## src/rtl/shift_rotate_unit.sv

```systemverilog
// shift_rotate_unit: pipelined barrel shifter/rotator with one mux level per stage.
// A single global stall (advance) moves or holds every stage together.
module shift_rotate_unit #(
  parameter int WIDTH = 32,
  parameter int LOG2W = $clog2(WIDTH)
) (
  input  logic             clk,
  input  logic             clr,
  input  logic             in_valid,
  output logic             in_ready,
  input  logic [2:0]       op,
  input  logic [WIDTH-1:0] A,
  input  logic [WIDTH-1:0] B,
  output logic             out_valid,
  input  logic             out_ready,
  output logic [WIDTH-1:0] result,
  output logic             carry,
  output logic             zero,
  output logic             err
);

  typedef enum logic [2:0] {
    OP_SHL  = 3'b000,
    OP_SHR  = 3'b001,
    OP_SHRA = 3'b010,
    OP_ROL  = 3'b011,
    OP_ROR  = 3'b100
  } op_e;

  typedef struct packed {
    logic             valid;
    op_e              mode;
    logic [LOG2W-1:0] amt;
    logic             sat;
    logic             fill;
    logic             carry;
    logic             err;
    logic [WIDTH-1:0] data;
  } stage_t;

  localparam logic [WIDTH-1:0] WIDTH_B = WIDTH'(WIDTH);

  logic             advance;
  logic [LOG2W-1:0] n_low;
  logic [LOG2W-1:0] idx_neg;
  logic [LOG2W-1:0] idx_dec;
  logic             n_zero;
  logic             n_ge_w;
  logic             n_gt_w;
  stage_t           acc;
  stage_t           q   [LOG2W-1];
  stage_t           nxt [LOG2W-1];
  logic [WIDTH-1:0] fin_data;
  logic             fin_zero;

  assign advance  = !out_valid || out_ready;
  assign in_ready = advance;

  // idx_neg = (WIDTH - n) mod WIDTH and idx_dec = (n - 1) mod WIDTH pick the last bit out
  assign n_low   = B[LOG2W-1:0];
  assign idx_neg = '0 - n_low;
  assign idx_dec = n_low - LOG2W'(1);
  assign n_zero  = (B == '0);
  assign n_ge_w  = |B[WIDTH-1:LOG2W];
  assign n_gt_w  = n_ge_w && (B != WIDTH_B);

  // Shift/rotate by 2^k when bit k of the stored amount is set
  function automatic logic [WIDTH-1:0] shift_stage(input stage_t s, input int k);
    logic [WIDTH-1:0] d;
    logic [LOG2W-1:0] sel;
    int               sh;
    sh  = 1 << k;
    sel = LOG2W'(1) << k;
    d   = s.data;
    if (|(s.amt & sel)) begin
      case (s.mode)
        OP_SHL:  d = s.data << sh;
        OP_SHR:  d = s.data >> sh;
        OP_SHRA: d = $signed(s.data) >>> sh;
        OP_ROL:  d = (s.data << sh) | (s.data >> (WIDTH - sh));
        OP_ROR:  d = (s.data >> sh) | (s.data << (WIDTH - sh));
        default: d = s.data;
      endcase
    end
    return d;
  endfunction

  // Illegal ops travel as a zero-amount shift so the data comes out unchanged
  always_comb begin
    acc       = '0;
    acc.valid = in_valid;
    acc.data  = A;
    acc.mode  = OP_SHL;
    case (op)
      OP_SHL: begin
        acc.amt   = n_low;
        acc.sat   = n_ge_w;
        acc.carry = !n_zero && !n_gt_w && A[idx_neg];
      end
      OP_SHR: begin
        acc.mode  = OP_SHR;
        acc.amt   = n_low;
        acc.sat   = n_ge_w;
        acc.carry = !n_zero && !n_gt_w && A[idx_dec];
      end
      OP_SHRA: begin
        acc.mode  = OP_SHRA;
        acc.amt   = n_low;
        acc.sat   = n_ge_w;
        acc.fill  = A[WIDTH-1];
        acc.carry = n_gt_w ? A[WIDTH-1] : (!n_zero && A[idx_dec]);
      end
      OP_ROL: begin
        acc.mode  = OP_ROL;
        acc.amt   = n_low;
        acc.carry = (n_low != '0) && A[idx_neg];
      end
      OP_ROR: begin
        acc.mode  = OP_ROR;
        acc.amt   = n_low;
        acc.carry = (n_low != '0) && A[idx_dec];
      end
      default: acc.err = 1'b1;
    endcase
  end

  always_comb begin
    nxt[0]      = acc;
    nxt[0].data = shift_stage(acc, 0);
    for (int k = 1; k < LOG2W-1; k++) begin
      nxt[k]      = q[k-1];
      nxt[k].data = shift_stage(q[k-1], k);
    end
  end

  // Last mux level also applies the saturation override before the output register
  always_comb begin
    fin_data = shift_stage(q[LOG2W-2], LOG2W-1);
    if (q[LOG2W-2].sat) begin
      fin_data = {WIDTH{q[LOG2W-2].fill}};
    end
  end

  assign fin_zero = (fin_data == '0);

  always_ff @(posedge clk or negedge clr) begin
    if (!clr) begin
      for (int k = 0; k < LOG2W-1; k++) begin
        q[k] <= '0;
      end
    end else if (advance) begin
      for (int k = 0; k < LOG2W-1; k++) begin
        q[k] <= nxt[k];
      end
    end
  end

  always_ff @(posedge clk or negedge clr) begin
    if (!clr) begin
      out_valid <= 1'b0;
      result    <= '0;
      carry     <= 1'b0;
      zero      <= 1'b0;
      err       <= 1'b0;
    end else if (advance) begin
      out_valid <= q[LOG2W-2].valid;
      result    <= fin_data;
      carry     <= q[LOG2W-2].carry;
      zero      <= fin_zero;
      err       <= q[LOG2W-2].err;
    end
  end

endmodule

```

## config.mk

```make
export PLATFORM = sky130hd
export DESIGN_NAME = shift_rotate_unit
export DESIGN_NICKNAME = d
export VERILOG_FILES = /design/src/rtl/shift_rotate_unit.sv
export SDC_FILE = /design/constraint.sdc
export NUM_CORES = 1
export LEC_CHECK = 0
export ABC_AREA = 1
export BUFFER_PORTS_ARGS = -buffer_cell sky130_fd_sc_hd__buf_2
export CAP_MARGIN = 20
export CORE_ASPECT_RATIO = 0.75
export CORE_MARGIN = 3
export CORE_UTILIZATION = 60
export DETAILED_ROUTE_END_ITERATION = 10
export PLACE_DENSITY = 0.87
export SLEW_MARGIN = 10
export SYNTH_ARGS = -nofsm -noshare
export SYNTH_HDL_FRONTEND = slang
export SYNTH_SLANG_ARGS = --single-unit
export TNS_END_PERCENT = 100
```

## constraint.sdc

```tcl
create_clock -name clk -period 1.65 [get_ports clk]
set_input_delay 0 -clock clk [delete_from_list [all_inputs] [get_ports clk]]
set_output_delay 0 -clock clk [all_outputs]
set_load 0.02 [all_outputs]
```

# Word level (Yosys, flattened, before mapping)
# Cells that the tools add are included.
[op_classes]
bitwise_logic = 9
reduce_logical = 24
n_eq_ne = 25
n_addsub = 2
muxes = 22
magnitude_cmp = 2
[ops]
columns = ["operator", "count"]
rows = [
  ["32-bit one-hot mux with 5 select lines", 4],
  ["32-bit two-way mux", 6],
  ["32-bit one-hot mux with 4 select lines", 1],
  ["32-bit zero test", 2],
  ["3-bit by 2-bit == test with 1-bit output (second input constant)", 12],
  ["32-bit by 6-bit != test with 1-bit output (second input constant)", 1],
  ["16-bit by 32-bit OR with 32-bit output", 1],
  ["24-bit by 32-bit OR with 32-bit output", 1],
  ["28-bit by 32-bit OR with 32-bit output", 1],
  ["30-bit by 32-bit OR with 32-bit output", 1],
  ["31-bit by 32-bit OR with 32-bit output", 1],
  ["32-bit by 1-bit OR with 32-bit output", 1],
  ["32-bit by 2-bit OR with 32-bit output", 1],
  ["32-bit by 4-bit OR with 32-bit output", 1],
  ["32-bit by 8-bit OR with 32-bit output", 1],
  ["27-bit OR reduction", 1],
  ["3-bit by 1-bit == test with 1-bit output (second input constant)", 6],
  ["3-bit == test (second input constant)", 6],
  ["3-bit zero test", 6],
  ["5-bit by 6-bit < comparator with 1-bit output (second input constant)", 2],
  ["3-bit one-hot mux with 4 select lines", 1],
  ["1-bit binary-select mux with 5-bit select", 2],
  ["1-bit logical AND", 7],
  ["1-bit two-way mux", 6],
  ["10 further kinds", 12],
]
[totals]
in_bits = 71
reg_bits = 216
word_cells = 121
output_inout_bits = 37

# Logic depth before layout (Yosys ltp)
[depth]
depth_word = 6
mapped_depth = 16
ltp_nobuf = 12

# Worst setup path before layout
# Ideal clock, no wire load.
[synth_timing]
kind = "input-to-reg"
startpoint = "input B[0]"
endpoint = "register q (netlist bit nxt[123])"
setup_slack_ns = -0.120
t_arrival_ns = 1.657
setup_ns = 0.113
cell_stages = 15
path_buffers = 4
required_time_ns = 1.537
path_cell_list = "buf_2 inv_2 buf_2 ha_1 buf_2 buf_1 nand3_1 nand3_1 nand3_1 nand3b_1 nand2_1 nand2_1 nand3_1 nand2_1 inv_1"
[synth_via]
elab_chain_cells = 6
elab_cells_between_ends = 20
cone_classes = "add/sub: 2; eq/ne: 1; mux: 6; reduce/logical: 11"
[synth_lines]
columns = ["element", "line", "text"]
rows = [
  ["from (decl)", "13", "input logic [WIDTH-1:0] B,"],
  ["5-bit by 1-bit subtractor with 5-bit output or 32-bit by 6-bit != test with 1-bit output (tied branches)", "62, 65", ""],
  ["1-bit binary-select mux with 5-bit select or 1-bit logical AND (tied branches)", "--", ""],
  ["1-bit two-way mux (implied by the code) or 1-bit zero test (tied branches)", "--", ""],
  ["1-bit logical AND, on equally long branches", "111, 98, 104", ""],
  ["1-bit two-way mux (tied with other cells)", "111", "acc.carry = n_gt_w ? A[WIDTH-1] : (!n_zero && A[idx_dec]);"],
  ["1-bit one-hot mux with 5 select lines (*)", "94", "case (op)"],
  ["to (signal, indexed assignment)", "153", "q[k] <= nxt[k];"],
  ["to (decl)", "51", "stage_t q [LOG2W-1];"],
]
# Mark *: on every way between the ends. The rest lies on a longest branch, timed or not. The select of a mux whose other input is x is not followed.
# A chain may end at the register's enable or synchronous reset.

# Final worst setup path
[layout_timing]
startpoint = "register q (netlist bit nxt[133])"
endpoint = "register q[121] (netlist bit)"
[layout_via]
elab_chain_cells = 3
elab_cells_between_ends = 7
cone_classes = "eq/ne: 4; mux: 2; reduce/logical: 1"
[layout_lines]
columns = ["element", "line", "text"]
rows = [
  ["3-bit == test (tied with other cells)", "76", "case (s.mode)"],
  ["32-bit one-hot mux with 5 select lines (*)", "76", ""],
  ["32-bit two-way mux (*)", "75", "if (|(s.amt & sel)) begin"],
]
# Mark *: on every way between the ends. The rest lies on a longest branch, timed or not.

==> reports/metrics.yaml <==
power:
  power_frac_clock_pct: 16.7
  internal_power_mw: 17.0
  switching_share_pct: 46.3
  powerDensity_nw_per_um2: 2080
  ir_drop_mv: 1.37
  power_frac_comb_pct: 55.0
  p_sw_mw: 14.6
  p_seq_share_pct: 28.3
  p_leak_nw: 6.95
drt:
  vias_per_cell: 6.82
  first_pass_iters: 7
  first_iter_violations: 2496
  wirelength_um: 43200
  num_vias: 13300
  drtAntennaViolNets: 0
  routedWlPerCell_um: 22.2
  drcViolationCount: 0
grt:
  grt_pass1_vias: 11000
  grt_usage_pct: 33.3
  grt_max_degree: 67
  grt_first_pass_wirelength_um: 58300
  grt_overflow: 0
  antenna_found_initial: 0
sta:
  rsz0062_at_grt: "true"
  fmax_ghz: 0.520
  finalCriticalPeriod_ns: 1.92
  tightest_slew_ns: 0.495
  fin_crit_sh_pct: 116
  tns_ns: -2.24
  clock_skew_ns: 0.0264
  setup_slack_ns: -0.272
  relSlewSlack_pct: 66.8
  slew_viol_final: 0
  hold_viol: 0
  setup_viol: 51
logic_synthesis:
  synthAdderAreaFrac_pct: 0.216
  synth_top_area_cell: "dfrtp_1"
  yosysMostFrequentCell: "nand2_1"
  syn-cell-area_um2: 11600
  synth_compound_area_share_pct: 27.3
  synthSimpleGateAreaFrac_pct: 17.6
  synthTopCellsByArea: "dfrtp_1, nand2_1, o21ai_0"
  ys_top_cells_by_count: "nand2_1, dfrtp_1, o21ai_0"
  synth_ff_type: "dfrtp_1"
  synth.mux.area_fraction_pct: 0
  synth_top_family_by_area: "compound AO/OA/AOI/OAI gates"
  ys_seq_area_share_pct: 44.4
  synth_top_area_share_pct: 44.4
  synth_edf_count: 0
  yosys.area_share.xor_xnor_pct: 0.151
  synth.avg_cell_area_um2: 7.72
  syn-num-nets: 1576
  async_flop_share_pct: 100
  synth.lib_cells_used.distinct: 40
  ys_ff_latch: 206
  yosys_warnings: 0
  syn_inst: 1503
critical_path:
  regToRegEndpoint: "q[121]$_DFFE_PN0P_"
  critPathLaunchType: "flop"
  path_class: "reg -> reg"
  critPathMaxFanout: 30
  cp-startpoint: "nxt[133]$_DFFE_PN0P_"
  cp.arrival_ns: 2.35
  rr_startpoint: "nxt[133]$_DFFE_PN0P_"
  cp.required_ns: 2.07
  r2r_cells: 7
  reg2reg_slack_ns: -0.27
  end_kind: "flop"
cts:
  clkTransAtPathRegs_ns: 0.07
  clock_latency_ns: 0.52
  cts_buffer_depth: 3
  cts-htree-levels: 1
  cts_tree: "yes"
  numCtsBuffers: 21
  clock_sinks: 206
  root_buffer: "clkbuf_16"
min_path:
  hold_path.class: "in -> reg"
  worstHoldEndpoint: "q[138]$_DFFE_PN0P_"
  min-delay-start: "A[2]"
  hold_depth: 5
run_status:
  status: "finished with violations"
  failed_checks: "negative setup slack"
finish:
  n_antenna_cell: 0
  final_cells: 1944
  fillers: 1062
  layout-drive-gt1-share_pct: 21.4
  syn_to_final_growth_pct: 31.1
  nets: 1755
placed_design:
  pre_cts_ws_ns: -0.0695
  port_buffers: 107
  dp.cells: 1829
  place_hpwl_um: 23700
  gp_congestion: 0.921
floorplan:
  fp.coreArea_um2: 18700
  num_rows: 43
  fp.dieH_um: 126
  io_pins: 108
  dieArea_um2: 21100
  start_util_pct: 62.0
  die_w_um: 167
flow_run:
  max_cap_violations: 0
[sequential cells by signal (all words and copies together) (netlist names)]
signal     count
q            137
nxt           33
result        32
carry          1
err            1
out_valid      1
zero           1
[cell families (layout without fill, tap and decap cells)]
logic type / after synthesis / count (layout)
and+or+nand+nor: 499 / 499
AOI/OAI and AO/OA: 493 / 493
buffers and inverters: 301 / 495
DFF: 206 / 206
adders and majority gates: 2 / 2
xor gates and xnor gates: 2 / 2
[metal layers]
layer	vias up	track usage [%]	routed length (um)
li1	5554	-	-
met1	6121	47.2	15200
met2	1218	52.2	19500
met3	362	6.04	5360
met4	0	11.7	3230
met5	-	0	0
[what timing repair did]
action	in CTS	in global routing
setup endpoints to repair	37	113
hold endpoints to repair	248	0
cloned	4	16
hold buffers	41	0
setup buffers	1	16
pin swaps	6	39
gates resized for setup	25	161
[how the worst max path moves through the flow]
stage,to,slack (ns),cells past startpoint
finish,q[121]$_DFFE_PN0P_,-0.27,7
CTS,zero$_DFFE_PN0P_,-0.05,12
global route,q[121]$_DFFE_PN0P_,-0.36,8
floorplan,nxt[123]$_DFFE_PN0P_,0.006,16
global placement,zero$_DFFE_PN0P_,0.003,11
detailed placement,q[71]$_DFFE_PN0P_,-0.07,9
[final cells by class]
class	count	area (um^2)	area share [%]
repair buffers	264	2500	16.4
repair inverters	1	8.76	0.0576
inverters	192	757	4.98
flip-flops and latches	206	5160	33.9
clock inverters	10	144	0.946
clock buffers	28	612	4.02
multi-input cells	996	5720	37.6
well taps	247	309	2.03
[critical path: stages (launching register included)]
cell and delay (ns):
dfrtp_1 0.40, inv_1 0.13, nand3_1 0.15, o21a_4 0.20
buf_8 0.19, o211ai_1 0.44, o211ai_1 0.19, o21ai_0 0.14
[metrics by stage]
| stage | utilization, % | cell area (um^2) | hold slack, ns | power (mW) |
|---|---|---|---|---|
| after detailed placement | 68.7 | 12900 | -0.0360 | 21.8 |
| after global placement | 68.7 | 12900 | -0.0373 | 21.4 |
| after CTS | 75.9 | 14200 | 0.00822 | 27.7 |
| after floorplan | - | 11600 | -0.296 | 16.9 |
| final | 81.2 | 15200 | 0.00814 | 31.6 |
| after global routing | 81.2 | 15200 | 0.0697 | 32.9 |
[cell usage in the layout (no fill, tap or decap), types with 4 or more instances in the layout]
master,count
buf_4,66
nand3_2,4
a21oi_1,62
nand2_1,291
o21ai_0,149
buf_16,4
nand3_1,79
buf_2,105
o221ai_1,67
buf_6,8
dlygate4sd3_1,39
nor2_1,85
nand2_4,13
inv_2,11
o221ai_2,30
nor2_2,4
o211ai_1,110
buf_12,27
o21ai_1,58
clkbuf_16,33
inv_1,175
nand4_1,4
clkbuf_8,7
dfrtp_1,203
nor2_4,7
[power by group through the flow]
| stage | clock network (mW) | registers [mW] | logic, mW |
|---|---|---|---|
| after global routing | 5.47 | 9.09 | 18.4 |
| after detailed placement | 0 | 8.74 | 13.0 |
| final | 5.29 | 8.94 | 17.4 |
| after floorplan | 0 | 8.97 | 7.90 |
| after global placement | 0 | 8.63 | 12.7 |
| after CTS | 5.22 | 8.69 | 13.7 |
Note: power is estimated with default switching activity, not from simulation.
